File: src/rtl/seq_comparator.sv
// Multi-cycle MSB-first magnitude comparator, CHUNK bits per cycle, with early exit.
// Define SEQ_COMPARATOR_MINMAX_EN to add registered min/max outputs.
module seq_comparator #(
  parameter int unsigned WIDTH = 16,
  parameter int unsigned CHUNK = 4
) (
  input  logic             clk,
  input  logic             rst,
  input  logic             start,
  input  logic [WIDTH-1:0] A,
  input  logic [WIDTH-1:0] B,
  input  logic             sign,
  output logic             busy,
  output logic             done,
  output logic             eq,
  output logic             lt,
`ifdef SEQ_COMPARATOR_MINMAX_EN
  output logic             gt,
  output logic [WIDTH-1:0] min,
  output logic [WIDTH-1:0] max
`else
  output logic             gt
`endif
);

  localparam int unsigned N     = WIDTH / CHUNK;
  localparam int unsigned IDXW  = (N > 1) ? $clog2(N) : 1;
  localparam int unsigned NSLOT = 1 << IDXW;

  localparam logic [1:0] IDLE = 2'd0;
  localparam logic [1:0] BUSY = 2'd1;
  localparam logic [1:0] DONE = 2'd2;

  if (WIDTH < 2 || CHUNK < 1 || CHUNK > WIDTH || (WIDTH % CHUNK) != 0) begin : g_bad_param
    $error("seq_comparator: WIDTH must be >= 2 and a multiple of CHUNK");
  end

  logic [1:0]       state, state_n;
  logic [IDXW-1:0]  idx, idx_n;
  logic [WIDTH-1:0] op_a, op_a_n;
  logic [WIDTH-1:0] op_b, op_b_n;
  logic             sign_q, sign_n;
  logic             busy_n, done_n, eq_n, lt_n, gt_n;
`ifdef SEQ_COMPARATOR_MINMAX_EN
  logic [WIDTH-1:0] min_n, max_n;
`endif

  // Chunk views of the latched operands, padded to a power-of-two table so idx indexes it exactly.
  logic [CHUNK-1:0] a_slot [NSLOT];
  logic [CHUNK-1:0] b_slot [NSLOT];

  for (genvar g = 0; g < NSLOT; g++) begin : g_slot
    if (g < N) begin : g_real
      assign a_slot[g] = op_a[g*CHUNK +: CHUNK];
      assign b_slot[g] = op_b[g*CHUNK +: CHUNK];
    end else begin : g_pad
      assign a_slot[g] = '0;
      assign b_slot[g] = '0;
    end
  end

  logic [CHUNK-1:0] a_cur, b_cur, a_cmp, b_cmp;
  logic             msb_flip;

  // Flipping the sign bit of the top chunk turns an unsigned compare into a two's-complement one.
  always_comb begin
    a_cur    = a_slot[idx];
    b_cur    = b_slot[idx];
    msb_flip = sign_q && (idx == IDXW'(N - 1));
    a_cmp    = a_cur;
    b_cmp    = b_cur;
    a_cmp[CHUNK-1] = a_cur[CHUNK-1] ^ msb_flip;
    b_cmp[CHUNK-1] = b_cur[CHUNK-1] ^ msb_flip;
  end

  // Next-state and next-output logic.
  always_comb begin
    state_n = state;
    idx_n   = idx;
    op_a_n  = op_a;
    op_b_n  = op_b;
    sign_n  = sign_q;
    busy_n  = busy;
    done_n  = 1'b0;
    eq_n    = eq;
    lt_n    = lt;
    gt_n    = gt;
`ifdef SEQ_COMPARATOR_MINMAX_EN
    min_n   = min;
    max_n   = max;
`endif
    case (state)
      IDLE, DONE: begin
        busy_n  = 1'b0;
        state_n = IDLE;
        if (start) begin
          op_a_n  = A;
          op_b_n  = B;
          sign_n  = sign;
          idx_n   = IDXW'(N - 1);
          busy_n  = 1'b1;
          state_n = BUSY;
        end
      end
      BUSY: begin
        if (a_cmp != b_cmp) begin
          eq_n    = 1'b0;
          lt_n    = (a_cmp < b_cmp);
          gt_n    = (a_cmp > b_cmp);
          busy_n  = 1'b0;
          done_n  = 1'b1;
          state_n = DONE;
        end else if (idx == '0) begin
          eq_n    = 1'b1;
          lt_n    = 1'b0;
          gt_n    = 1'b0;
          busy_n  = 1'b0;
          done_n  = 1'b1;
          state_n = DONE;
        end else begin
          idx_n = idx - IDXW'(1);
        end
`ifdef SEQ_COMPARATOR_MINMAX_EN
        if (done_n) begin
          min_n = lt_n ? op_a : op_b;
          max_n = lt_n ? op_b : op_a;
        end
`endif
      end
      default: begin
        busy_n  = 1'b0;
        state_n = IDLE;
      end
    endcase
  end

  // State and datapath registers.
  always_ff @(posedge clk) begin
    if (rst) begin
      state  <= IDLE;
      idx    <= '0;
      op_a   <= '0;
      op_b   <= '0;
      sign_q <= 1'b0;
      busy   <= 1'b0;
      done   <= 1'b0;
      eq     <= 1'b0;
      lt     <= 1'b0;
      gt     <= 1'b0;
`ifdef SEQ_COMPARATOR_MINMAX_EN
      min    <= '0;
      max    <= '0;
`endif
    end else begin
      state  <= state_n;
      idx    <= idx_n;
      op_a   <= op_a_n;
      op_b   <= op_b_n;
      sign_q <= sign_n;
      busy   <= busy_n;
      done   <= done_n;
      eq     <= eq_n;
      lt     <= lt_n;
      gt     <= gt_n;
`ifdef SEQ_COMPARATOR_MINMAX_EN
      min    <= min_n;
      max    <= max_n;
`endif
    end
  end

endmodule

File: config.mk
export PLATFORM = sky130hd
export DESIGN_NAME = seq_comparator
export DESIGN_NICKNAME = d
export VERILOG_FILES = /design/src/rtl/seq_comparator.sv
export SDC_FILE = /design/constraint.sdc
export NUM_CORES = 1
export LEC_CHECK = 0
export BUFFER_PORTS_ARGS = -buffer_cell sky130_fd_sc_hd__buf_2
export CORE_MARGIN = 3
export CORE_UTILIZATION = 53
export CTS_BUF_LIST = sky130_fd_sc_hd__clkbuf_16
export CTS_CLUSTER_DIAMETER = 200
export DETAILED_ROUTE_END_ITERATION = 10
export MAX_ROUTING_LAYER = met4
export PLACE_DENSITY_LB_ADDON = 0.15
export SKIP_CTS_REPAIR_TIMING = 1
export SYNTH_ARGS = -nofsm -noshare
export SYNTH_HDL_FRONTEND = slang
export SYNTH_SLANG_ARGS = --single-unit
File: constraint.sdc
create_clock -name clk -period 2.7 [get_ports clk]
set_input_delay 0.27 -clock clk [delete_from_list [all_inputs] [get_ports clk]]
set_output_delay 0.27 -clock clk [all_outputs]
set_load 0.01 [all_outputs]
==> results of run 1 <==
==> worst register-to-register path: cells and delay by family (launching register included) <==
kind | cells | cell delay [ns]
xor gates and xnor gates | 1 | 0.16
AOI/OAI and AO/OA | 1 | 0.25
muxes | 1 | 0.57
and+or+nand+nor | 3 | 0.52
adders and majority gates | 1 | 0.32
DFF | 1 | 0.60
==> final cells by class <==
cell class	instances	area, µm²	area share
multi-input combinational	144	904.6	0.4143
tap	44	55.05	0.02521
sequential	42	840.8	0.3851
inverter	6	22.52	0.01032
clock buffer	5	125.1	0.05731
clock inverter	3	12.51	0.005731
timing repair buffer	43	222.7	0.1020
==> logic make-up after synthesis <==
| kind of cell | synth area share |
|---|---|
| buf+inv | 0.05302 |
| mux | 0.1101 |
| simple gates | 0.1931 |
| flops | 0.4568 |
| compound gates | 0.1366 |
| fa+ha+maj | 0.04079 |
| xor+xnor | 0.009519 |
==> routing by layer <==
| metal | global-route usage | wire (µm) | up-vias |
|---|---|---|---|
| met3 | 0.04159 | 142 | 11 |
| li1 | - | - | 770 |
| met4 | 0.09499 | 70 | 0 |
| met2 | 0.3078 | 1678 | 28 |
| met5 | - | 0 | - |
| met1 | 0.2137 | 1567 | 671 |
==> flip-flops by register name, indices dropped and copies added, names as in the netlist <==
name / count
state: 2
op_a: 16
idx: 2
eq: 1
done: 1
gt: 1
lt: 1
busy: 1
op_b: 16
sign_q: 1
==> worst paths after layout <==
kind | start | endpoint | cells after the start
setup / recovery | idx[0] | idx[1] | 7
hold / removal | A[6] | op_a[6] | 3
setup reg to reg | idx[0] | idx[1] | 7
hold reg to reg | op_a[1] | op_a[1] | 2
==> Yosys cell counts, types with 2 or more instances <==
library cell / number / share of area
dfxtp_1: 42 / 0.46
inv_1: 6 / 0.012
mux4_2: 2 / 0.024
nor2_1: 4 / 0.0082
mux4_1: 6 / 0.086
buf_2: 9 / 0.024
nand2_1: 70 / 0.14
a21oi_1: 40 / 0.11
clkbuf_1: 5 / 0.010
ha_1: 6 / 0.041
nor2b_1: 2 / 0.0068
==> where the power goes <==
group / internal, mW / switching [mW]
logic: 0.105 / 0.115
clock network: 0.333 / 0.223
registers: 0.664 / 0.0314
total: 1.10 / 0.369
==> stage by stage <==
| stage | hold WS, ns | worst slack (ns) | std cells | power, mW |
|---|---|---|---|---|
| after CTS | 0.2177 | 0.1756 | 287 | 1.482 |
| after global routing | 0.2296 | 0.01097 | 287 | 1.547 |
| after global placement | 0.4394 | 0.2412 | 279 | 0.9270 |
| after detailed placement | 0.4465 | 0.1946 | 279 | 0.9323 |
| final | 0.2206 | 0.2055 | 287 | 1.472 |
| after floorplan | 0.4060 | 0.4986 | 207 | 0.8685 |
==> Implementation_results.wiki, run 1 <==
{| class="wikitable"
! Metric !! Value
|-
| Post-synthesis instance area || 0.001841 mm²
|-
| Sequential share of the synthesized area || 0.4568
|-
| Clock-pin transition on the worst setup and hold timing paths || 0.05 ns
|-
| Clock Latency Late Sink || 0.28 ns
|-
| Commonest cells after routing, fill and taps aside || nand2_1 (70), dfxtp_1 (42), a21oi_1 (40), buf_2 (40), inv_1 (7)
|-
| Dpl cell area || 0.002046 mm²
|-
| CP cell instances || mux4_2 -> xor2_1 -> ha_1 -> nand4_2 -> nor3b_4 -> nor2_1 -> a211oi_2
|-
| Static leakage || 0.9487 nW
|-
| Number of flip-flops and latches in the synthesized netlist || 42
|-
| CP max-delay cell || dfxtp_1
|-
| VDD IR max || 0.0004361 V
|-
| # H-tree levels || 2
|-
| Mean number of vias per cell || 5.157
|-
| Wire length per cell || 12.05 µm
|-
| Required time worst endpoint || 2.90 ns
|-
| Crit start category || flip-flop
|-
| Fin area || 0.002183 mm²
|-
| Number of placement rows || 20
|-
| Initial Utilization || 0.5791
|-
| Minimum period implied by the final worst setup slack || 2.494 ns
|-
| Setup crit end kind || flip-flop
|-
| Type of the setup path with the least slack || flip-flop to flip-flop
|-
| CTS root buf || clkbuf_16
|-
| Final core utilization || 0.6870
|-
| Count of final max-slew check failures || 0
|-
| Peak per-stage delay on the critical path || 0.60 ns
|-
| Core region area || 0.003178 mm²
|-
| Wire length of the first global-routing pass || 5906 µm
|-
| Crit-path max FO || 9
|-
| Period utilisation layout || 0.9239
|-
| GRT overflow || 0
|-
| Half-perimeter wire length after placement || 2470 µm
|-
| Number of detailed-routing iterations run before antenna repair || 4
|-
| Die area || 0.004216 mm²
|-
| Count of final setup violators || 0
|-
| Count of input and output buffers || 40
|-
| Layout Nets || 284
|-
| Die outline height || 64.93 µm
|-
| Vias in the first global route || 1429
|-
| Share of layout cells above drive strength 1 || 0.2346
|-
| Maximum number of pins on one net before global-route repair || 45
|-
| Transition time at the pin with the least slew margin || 0.7548 ns
|-
| Fraction of synthesis flops using an asynchronous set or reset pin || 0
|-
| Number of enable flip-flop cells after synthesis || 0
|-
| CTS sink cnt || 42
|-
| Residual DRC || 0
|-
| Max-cap violations || 0
|-
| Setup slack of the worst register-to-register path || 0.21 ns
|-
| Setup skew after layout || 0.002363 ns
|-
| CTS tree || built
|-
| Most instantiated flip-flop cell in the synthesis netlist || dfxtp_1
|-
| TritonCTS buffer count || 5
|-
| Die Width || 64.93 µm
|-
| Number of distinct library cells after synthesis || 26
|-
| Layout area overhead || 18.63%
|-
| Final wirelength || 3458 µm
|-
| Gpl congestion || 0.7916
|-
| Data arrival time of the critical path || 2.69 ns
|-
| Setup repair after global routing missed its margin || false
|-
| Tot GR Track Use || 0.1870
|-
| Final ANT Viol Nets || 0
|-
| Number of filler instances in the final layout || 294
|-
| Number of nets in the synthesized netlist || 249
|-
| Top achievable clock speed || 400.9 MHz
|-
| Worst hold path class || input port to flip-flop
|-
| Routed vias || 1480
|-
| Yosys Warn Count || 0
|-
| Most common cell after layout, fill and taps aside || nand2_1
|-
| Drt first-iter violations || 88
|-
| Diode count || 0
|-
| Syn_area_per_cell || 8.891 µm²
|-
| Total power divided by cell area || 674.3 mW/mm²
|-
| Worst slew slack as a fraction of its limit || 0.4968
|-
| Final hold viol count || 0
|-
| Number of antenna violations at the first check in global routing || 0
|-
| Maximum clock path buffer count || 2
|-
| Outcome || finished, final reports clean
|-
| Number of ports placed on the die boundary || 41
|-
| Cell count after synthesis || 207
|-
| Top delay family on crit path || flip-flops
|-
| Buffers and inverters on the worst path || 0
|-
| Setup TNS || 0 ns
|}
Note: power is estimated with default switching activity, not from simulation.
==> inputs of run 2 (changes only) <==
--- a/config.mk
+++ b/config.mk
@@ -12,7 +12,7 @@
 export CTS_CLUSTER_DIAMETER = 200
 export DETAILED_ROUTE_END_ITERATION = 10
 export MAX_ROUTING_LAYER = met4
-export PLACE_DENSITY_LB_ADDON = 0.15
+export PLACE_DENSITY = 0.86
 export SKIP_CTS_REPAIR_TIMING = 1
 export SYNTH_ARGS = -nofsm -noshare
 export SYNTH_HDL_FRONTEND = slang
==> Implementation_results.wiki, run 2 (synthesis gave the netlist of run 1 again) <==
{| class="wikitable"
! Metric !! Value
|-
| Worst hold start || B[1]
|-
| Tot GR Track Use || 0.1944 (+0.007398)
|-
| Static leakage || 0.9487 nW (about the same)
|-
| Data arrival time of the critical path || 2.63 ns (-0.06 ns)
|-
| CTS tree || built
|-
| Share of layout cells above drive strength 1 || 0.2346 (unchanged)
|-
| Number of detailed-routing iterations run before antenna repair || 4 (unchanged)
|-
| Setup repair after global routing missed its margin || false
|-
| Proportion of power drawn by combinational gates || 0.151 (about the same)
|-
| Final ANT Viol Nets || 0 (unchanged)
|-
| VDD IR max || 0.0004917 V (+13%)
|-
| Wire length per cell || 12.27 µm (+1.8%)
|-
| Number of placement rows || 20 (unchanged)
|-
| Top Registers || op_a (16), op_b (16)
|-
| Die Width || 64.93 µm (unchanged)
|-
| Crit start category || flip-flop
|-
| Final wirelength || 3521 µm (+1.8%)
|-
| Worst Hold Path EP || op_b[1]
|-
| Share of total power consumed by net switching || 0.2527 (+0.002040)
|-
| Final hold viol count || 0 (unchanged)
|-
| Worst slew slack as a fraction of its limit || 0.5074 (+0.01064)
|-
| Layout area overhead || 18.63% (unchanged)
|-
| Layout Nets || 284 (unchanged)
|-
| Net switching component of the power || 0.3732 mW (+1.1%)
|-
| Setup WS pre-CTS || 0.1982 ns (+0.003595 ns)
|-
| CP max-delay cell || mux4_1
|-
| Max-cap violations || 0 (unchanged)
|-
| Peak per-stage delay on the critical path || 0.56 ns (-0.04 ns)
|-
| Minimum period implied by the final worst setup slack || 2.492 ns (-0.002525 ns)
|-
| Vias in the first global route || 1427 (-0.14%)
|-
| Total power divided by cell area || 676.3 mW/mm² (+0.30%)
|-
| Clock network power share || 0.378 (about the same)
|-
| Cell count after placement || 279 (unchanged)
|-
| Final core utilization || 0.6870 (unchanged)
|-
| Die area || 0.004216 mm² (unchanged)
|-
| Diode count || 0 (unchanged)
|-
| Drt first-iter violations || 102 (+16%)
|-
| CP cell instances || buf_4 -> mux4_1 -> ha_1 -> nand4_2 -> nor3b_4 -> and4b_1 -> a211oi_2
|-
| Maximum number of pins on one net before global-route repair || 45 (unchanged)
|-
| Count of input and output buffers || 40 (unchanged)
|-
| Transition time at the pin with the least slew margin || 0.7389 ns (-0.01597 ns)
|-
| Die outline height || 64.93 µm (unchanged)
|-
| Internal power || 1.104 mW (about the same)
|-
| Commonest cells after routing, fill and taps aside || nand2_1 (70), dfxtp_1 (42), a21oi_1 (40), buf_2 (40), inv_1 (7)
|-
| Most common cell after layout, fill and taps aside || nand2_1
|-
| Number of antenna violations at the first check in global routing || 0 (unchanged)
|-
| Setup crit end kind || flip-flop
|-
| Wire length of the first global-routing pass || 6009 µm (+1.7%)
|-
| Outcome || finished, final reports clean
|-
| Dpl cell area || 0.002046 mm² (unchanged)
|-
| Sequential cell fraction of total power || 0.470 (-0.003)
|-
| Count of final setup violators || 0 (unchanged)
|-
| Worst hold path class || input port to flip-flop
|-
| Gpl congestion || 0.7767 (-1.9%)
|-
| Half-perimeter wire length after placement || 2483 µm (+0.52%)
|-
| Setup skew after layout || 0.004371 ns (+0.002008 ns)
|-
| # H-tree levels || 2 (unchanged)
|-
| Clock Latency Late Sink || 0.28 ns (about the same)
|-
| Mean number of vias per cell || 5.223 (+1.3%)
|-
| Residual DRC || 0 (unchanged)
|-
| Final hold slack || 0.2187 ns (-0.001877 ns)
|-
| Required time worst endpoint || 2.84 ns (-0.06 ns)
|-
| Core region area || 0.003178 mm² (unchanged)
|-
| Clock-pin transition on the worst setup and hold timing paths || 0.06 ns (about the same)
|-
| Type of the setup path with the least slack || flip-flop to flip-flop
|-
| Layout Cells excl Fill || 287 (unchanged)
|-
| Routed vias || 1499 (+1.3%)
|-
| Least setup slack across all paths after layout || 0.2081 ns (+0.002525 ns)
|-
| TritonCTS buffer count || 5 (unchanged)
|-
| Tot Pwr || 1.477 mW (+0.30%)
|-
| Top achievable clock speed || 401.3 MHz (+0.10%)
|-
| Start of the worst register-to-register path || idx[0]
|-
| CTS sink cnt || 42 (unchanged)
|-
| CTS root buf || clkbuf_16
|-
| Endpoint of the worst register-to-register path || idx[1]
|-
| Hold Path Cell Cnt || 3 (unchanged)
|-
| Initial Utilization || 0.5791 (unchanged)
|-
| GRT overflow || 0 (unchanged)
|-
| Count of final max-slew check failures || 0 (unchanged)
|-
| Worst R2R Path Depth || 7 (unchanged)
|-
| Setup TNS || 0 ns (unchanged)
|-
| Number of ports placed on the die boundary || 41 (unchanged)
|-
| Setup slack of the worst register-to-register path || 0.21 ns (about the same)
|-
| Maximum clock path buffer count || 2 (unchanged)
|-
| Fin area || 0.002183 mm² (unchanged)
|-
| Crit-path max FO || 8 (-1)
|-
| Period utilisation layout || 0.9229 (-0.0009352)
|}
-- run 2: power groups by stage --
stage | clock, mW | sequential (mW) | combinational, mW
2_1_floorplan | 0 | 0.696 | 0.173
3_3_place_gp | 0 | 0.706 | 0.216
3_5_place_dp | 0 | 0.708 | 0.224
4_1_cts | 0.566 | 0.695 | 0.226
5_1_grt | 0.599 | 0.700 | 0.255
6_report | 0.559 | 0.695 | 0.223
-- run 2: final cells by class --
class	instances	area, µm²
inverter	6	22.52
clock inverter	3	12.51
tap	44	55.05
sequential	42	840.8
fill	272	994.7
multi-input combinational	144	904.6
clock buffer	5	125.1
timing repair buffer	43	222.7
-- run 2: per-layer routing --
metal	global-route usage	routed length [µm]	vias up
li1	-	-	768
met1	0.2122	1462	695
met2	0.3167	1819	29
met3	0.07279	171	7
met4	0.08443	68	0
met5	-	0	-
-- run 2: worst max path at each step --
stage | start | end | slack [ns]
after detailed placement | idx[0] | idx[1] | 0.20
after floorplan | idx[0] | idx[1] | 0.50
after global placement | idx[0] | idx[1] | 0.27
after CTS | idx[0] | idx[1] | 0.18
after global routing | idx[0] | idx[1] | 0.04
final | idx[0] | idx[1] | 0.21
-- run 2: critical path, delay by kind of cell (launching register included) --
kind            cells  cell delay, ns
simple gates        3            0.67
mux                 1            0.56
flops               1            0.53
fa+ha+maj           1            0.34
buf+inv             1            0.21
compound gates      1            0.05
